$ cat config.mk
export PLATFORM = sky130hd
export DESIGN_NAME = keypad_scanner_4x4
export DESIGN_NICKNAME = d
export VERILOG_FILES = /design/src/rtl/keypad_pkg.sv /design/src/rtl/scan_tick_gen.sv /design/src/rtl/keypad_scanner_4x4.sv
export SDC_FILE = /design/constraint.sdc
export NUM_CORES = 1
export LEC_CHECK = 0
export ABC_AREA = 1
export CAP_MARGIN = 20
export CORE_MARGIN = 3
export CORE_UTILIZATION = 35
export CTS_BUF_LIST = sky130_fd_sc_hd__clkbuf_4
export CTS_CLUSTER_DIAMETER = 60
export DETAILED_ROUTE_END_ITERATION = 8
export GPL_ROUTABILITY_DRIVEN = 0
export GPL_TIMING_DRIVEN = 0
export PLACE_DENSITY_LB_ADDON = 0.12
export SYNTH_ARGS = -nofsm -noshare
export SYNTH_HDL_FRONTEND = slang
export SYNTH_SLANG_ARGS = --single-unit
$ cat constraint.sdc
create_clock -name clk -period 2.7 [get_ports clk]
set_input_delay 0.27 -clock clk [delete_from_list [all_inputs] [get_ports clk]]
set_output_delay 0.27 -clock clk [all_outputs]
set_load 0.1 [all_outputs]
$ cat src/rtl/keypad_pkg.sv
// Shared types and helpers for the 4x4 keypad scanner.
// Key codes are row_idx*4 + col_idx.
package keypad_pkg;

    typedef enum logic [1:0] {
        S_SCAN,
        S_DEBOUNCE,
        S_HELD
    } state_t;

    localparam int NUM_ROWS = 4;
    localparam int NUM_COLS = 4;
    localparam int KEY_W    = 4;

    // Index of the lowest set bit; only meaningful for one-hot inputs.
    function automatic logic [1:0] onehot_idx(input logic [3:0] v);
        logic [1:0] idx;
        idx = 2'd0;
        if (v[0])      idx = 2'd0;
        else if (v[1]) idx = 2'd1;
        else if (v[2]) idx = 2'd2;
        else if (v[3]) idx = 2'd3;
        return idx;
    endfunction

    function automatic logic is_onehot(input logic [3:0] v);
        return (v != 4'd0) && ((v & (v - 4'd1)) == 4'd0);
    endfunction

endpackage

$ cat src/rtl/scan_tick_gen.sv
// Free-running slot counter that raises tick on the last cycle of every
// SCAN_DIV-cycle slot. Also used by the lock's display multiplexer.
module scan_tick_gen #(
    parameter int SCAN_DIV = 4,
    parameter int CNT_W    = 8
) (
    input  logic clk,
    input  logic rst,
    output logic tick
);

    logic [CNT_W-1:0] slot_cnt;

    assign tick = (slot_cnt == CNT_W'(SCAN_DIV - 1));

    // NOTE: sequential state uses non-blocking assignments so every flop
    // samples pre-edge values regardless of statement order.
    always_ff @(posedge clk or posedge rst) begin
        if (rst)
            slot_cnt <= '0;
        else if (tick)
            slot_cnt <= '0;
        else
            slot_cnt <= slot_cnt + 1'b1;
    end

endmodule

$ cat src/rtl/keypad_scanner_4x4.sv
// Column-scanning 4x4 keypad reader with press/release debounce; emits a
// one-cycle key_valid with key_code and holds key_held until release.
module keypad_scanner_4x4
    import keypad_pkg::*;
#(
    parameter int SCAN_DIV = 4,
    parameter int DEBOUNCE = 8,
    parameter int CNT_W    = 8
) (
    input  logic                clk,
    input  logic                rst,
    input  logic [NUM_ROWS-1:0] row,
    output logic [NUM_COLS-1:0] col,
    output logic [KEY_W-1:0]    key_code,
    output logic                key_valid,
    output logic                key_held
);

    state_t           state;
    logic             tick;
    logic [KEY_W-1:0] cand_code;
    logic [CNT_W-1:0] deb_cnt;
    logic [CNT_W-1:0] rel_cnt;
    logic             row_ok;
    logic [KEY_W-1:0] row_code;

    scan_tick_gen #(
        .SCAN_DIV (SCAN_DIV),
        .CNT_W    (CNT_W)
    ) u_tick (
        .clk  (clk),
        .rst  (rst),
        .tick (tick)
    );

    // Multi-hot rows are rejected outright to avoid ghost keys.
    assign row_ok   = is_onehot(row);
    assign row_code = {onehot_idx(row), onehot_idx(col)};

    always_ff @(posedge clk or posedge rst) begin
        if (rst) begin
            state     <= S_SCAN;
            col       <= 4'b0001;
            key_code  <= '0;
            key_valid <= 1'b0;
            key_held  <= 1'b0;
            cand_code <= '0;
            deb_cnt   <= '0;
            rel_cnt   <= '0;
        end else begin
            key_valid <= 1'b0;
            if (tick) begin
                unique case (state)
                    S_SCAN: begin
                        if (row_ok) begin
                            cand_code <= row_code;
                            if (DEBOUNCE == 1) begin
                                key_code  <= row_code;
                                key_valid <= 1'b1;
                                key_held  <= 1'b1;
                                rel_cnt   <= '0;
                                state     <= S_HELD;
                            end else begin
                                deb_cnt <= CNT_W'(1);
                                state   <= S_DEBOUNCE;
                            end
                        end else begin
                            col <= {col[2:0], col[3]};
                        end
                    end
                    S_DEBOUNCE: begin
                        if (row_ok && (row_code == cand_code)) begin
                            if (deb_cnt == CNT_W'(DEBOUNCE - 1)) begin
                                key_code  <= cand_code;
                                key_valid <= 1'b1;
                                key_held  <= 1'b1;
                                rel_cnt   <= '0;
                                deb_cnt   <= '0;
                                state     <= S_HELD;
                            end else begin
                                deb_cnt <= deb_cnt + 1'b1;
                            end
                        end else begin
                            deb_cnt <= '0;
                            col     <= {col[2:0], col[3]};
                            state   <= S_SCAN;
                        end
                    end
                    S_HELD: begin
                        // Any activity on the frozen column restarts the release count.
                        if (row == '0) begin
                            if (rel_cnt == CNT_W'(DEBOUNCE - 1)) begin
                                key_held <= 1'b0;
                                rel_cnt  <= '0;
                                col      <= {col[2:0], col[3]};
                                state    <= S_SCAN;
                            end else begin
                                rel_cnt <= rel_cnt + 1'b1;
                            end
                        end else begin
                            rel_cnt <= '0;
                        end
                    end
                    default: state <= S_SCAN;
                endcase
            end
        end
    end

endmodule

==> metrics.txt <==
Final TNS setup=0 ps; # Post-CTS Setup Buffers=0; worst slew pin tran=972 ps; Post-Syn Area=2280 um^2; First-pass DRT Iterations=4; Layout area overhead=14.4%; DR iter-0 viols=102; Worst Hold Class=input pin to asynchronous set/reset pin; syn_nets=321; routed length per placed instance=11.5 um; final worst path period share=85.8%; Hold Buf Count CTS=0; # IOs=16; delay-heaviest family, CP=buffers and inverters; Crit. End Element=primary output; worst setup path category=flop to primary output; final non-filler cell total=410; initial core utilization=37.4%; Gates resized, CTS repair=0; antenna fix cells=0; Via density=4.71; antenna violations before repair=0; via count=1930; clk sink count=40; Reg-to-Reg Start=deb_cnt[0]; critical path launch point=col[0]; Ys Warns=0; grt total ovfl=0; Buffers & Inverters on Critical Path=1; Port-buffer cells=15; Layout Skew=10.4 ps; layout cells sized above 1=8.06%; CTS tree=done; All-Layer GR Usage=14.1%; Die H=86.7 um; Synth area leader=dfrtp_1; first-pass GRT wire length=8330 um; EDFF count, synth=0; Reg2Reg Depth=8; Synth Area per Inst=7.30 um^2; final hold violations=0; Final ANT Viol Nets=0; path length in cells of the critical path=1; Worst slew margin=35.0%; CTS clk-pin slew, worst paths=130 ps; P_leak=1.27 nW; post-synthesis register bit count=40; Synth async-reset ratio=100%; Synth top area share=42.8%; DR DRC count=0; Final Critical Period=2320 ps; Main synth FF type=dfrtp_1; critical path required time=2430 ps; core area=6100 um^2; synthesized instance count=312; post-synthesis sequential area ratio=44.0%; CTS H-tree lvls=2; WP data arrival=2050 ps; synth unique cells=26; max-cap viol count=0; P per Cell Area=408 nW/um^2; Critical-path top delay cell=clkdlybuf4s50_1; Crit Path Max Fanout=3; RSZ-0062 raised after global routing=no; crit-path cells=clkdlybuf4s50_1; Die W=86.7 um; die footprint=7510 um^2; vias in the first global route=1798; synth cell count leaders=82 x nand2_1, 50 x inv_1, 39 x dfrtp_1, 39 x nor2_1, 33 x nand3_1; max incr delay on CP=1130 ps; Clock Path Buffers=2; final WL=4730 um; Crit Reg-Reg Endpoint=rel_cnt[3]; Slew Viols, Final=0; CP Launch Type=flop; worst skew pair latency=360 ps; Max Fclk=0.431 GHz; peak supply drop=240 uV; final setup fails=0; # rows=28; DP Cell Count=402; worst hold slack=375 ps; Inserted Clock Buffers=5; worst setup path end=col[0]; Nets=343; HPWL Detailed=3470 um; Root Buffer=clkbuf_4; r2r setup slk=830 ps; synth top area cells=dfrtp_1 43%, nand2_1 14%, inv_1 8.2%, nand3_1 7.2%, nor2_1 6.4%; largest net degree at the start of global routing=41; status=complete, no violations; count leader, synth=nand2_1
-- layout by cell type, fill, tap and decap left out, types with 2 or more instances in the layout --
master	instances
nor2_1	39
dfrtp_1	39
xor2_1	6
nor3_1	2
o21ai_2	4
a21oi_1	5
nand2_2	5
o21ai_0	18
clkdlybuf4s50_1	15
nand2_1	82
o21ai_1	2
xnor2_1	2
or2_2	2
nand4_1	10
inv_1	49
nand3_1	33
clkbuf_4	5
ha_1	3
-- stage by stage --
step	cell area [um^2]	total power, W	util (%)	setup slack (ps)
after detailed placement	2520	0.000654	41.4	577
final	2610	0.00106	42.8	382
after CTS	2610	0.00108	42.8	358
after global routing	2610	0.00112	42.8	319
after floorplan	2280	0.000637	-	613
after global placement	2520	0.000653	41.4	529
-- power breakdown --
part	internal [W]	switching (W)	total (W)
logic	0.0000125	0.0000284	0.0000409
registers	0.000600	0.000000417	0.000600
clock network	0.000198	0.000224	0.000421
total	0.000810	0.000252	0.00106
-- metal layers --
layer  GRT usage (%)  wire length (um)
met5               0                 0
met4            5.95                84
met3            2.85               119
met2            21.6              2070
met1            19.3              2460
-- how the worst min path moves through the flow --
stage	startpoint	end	slack, ps
after detailed placement	u_tick.slot_cnt[0]	u_tick.slot_cnt[0]	460
after global placement	u_tick.slot_cnt[0]	u_tick.slot_cnt[0]	450
final	rst	key_code[0]	370
after global routing	rst	u_tick.slot_cnt[5]	440
after floorplan	u_tick.slot_cnt[0]	u_tick.slot_cnt[0]	430
after CTS	rst	u_tick.slot_cnt[6]	410
-- logic make-up (layout without fill, tap and decap cells) --
kind of cell	Yosys count	in the layout	synth area share, %
adder cells (fa/ha/maj)	3	3	1.65
buffers and inverters	51	74	8.57
AO/OA/AOI/OAI	31	31	7.69
XOR/XNOR	8	8	3.08
flip-flops	40	40	44.0
AND/OR/NAND/NOR	179	179	35.0
-- flip-flops by register name, indices dropped and copies added, names as in the netlist --
signal	count
key_valid	1
key_code	4
deb_cnt	8
u_tick.slot_cnt	8
cand_code	4
state	2
key_held	1
rel_cnt	8
col	4
-- cell type report --
class | count | area (um^2)
Buffer | 1 | 7.51
Tap cell | 75 | 93.8
Timing Repair Buffer | 15 | 150
Sequential cell | 40 | 1000
Inverter | 50 | 188
Multi-Input combinational cell | 221 | 1080
Clock inverter | 3 | 46.3
Fill cell | 655 | 3490
Clock buffer | 5 | 37.5
(Power assumes the default switching activity.)
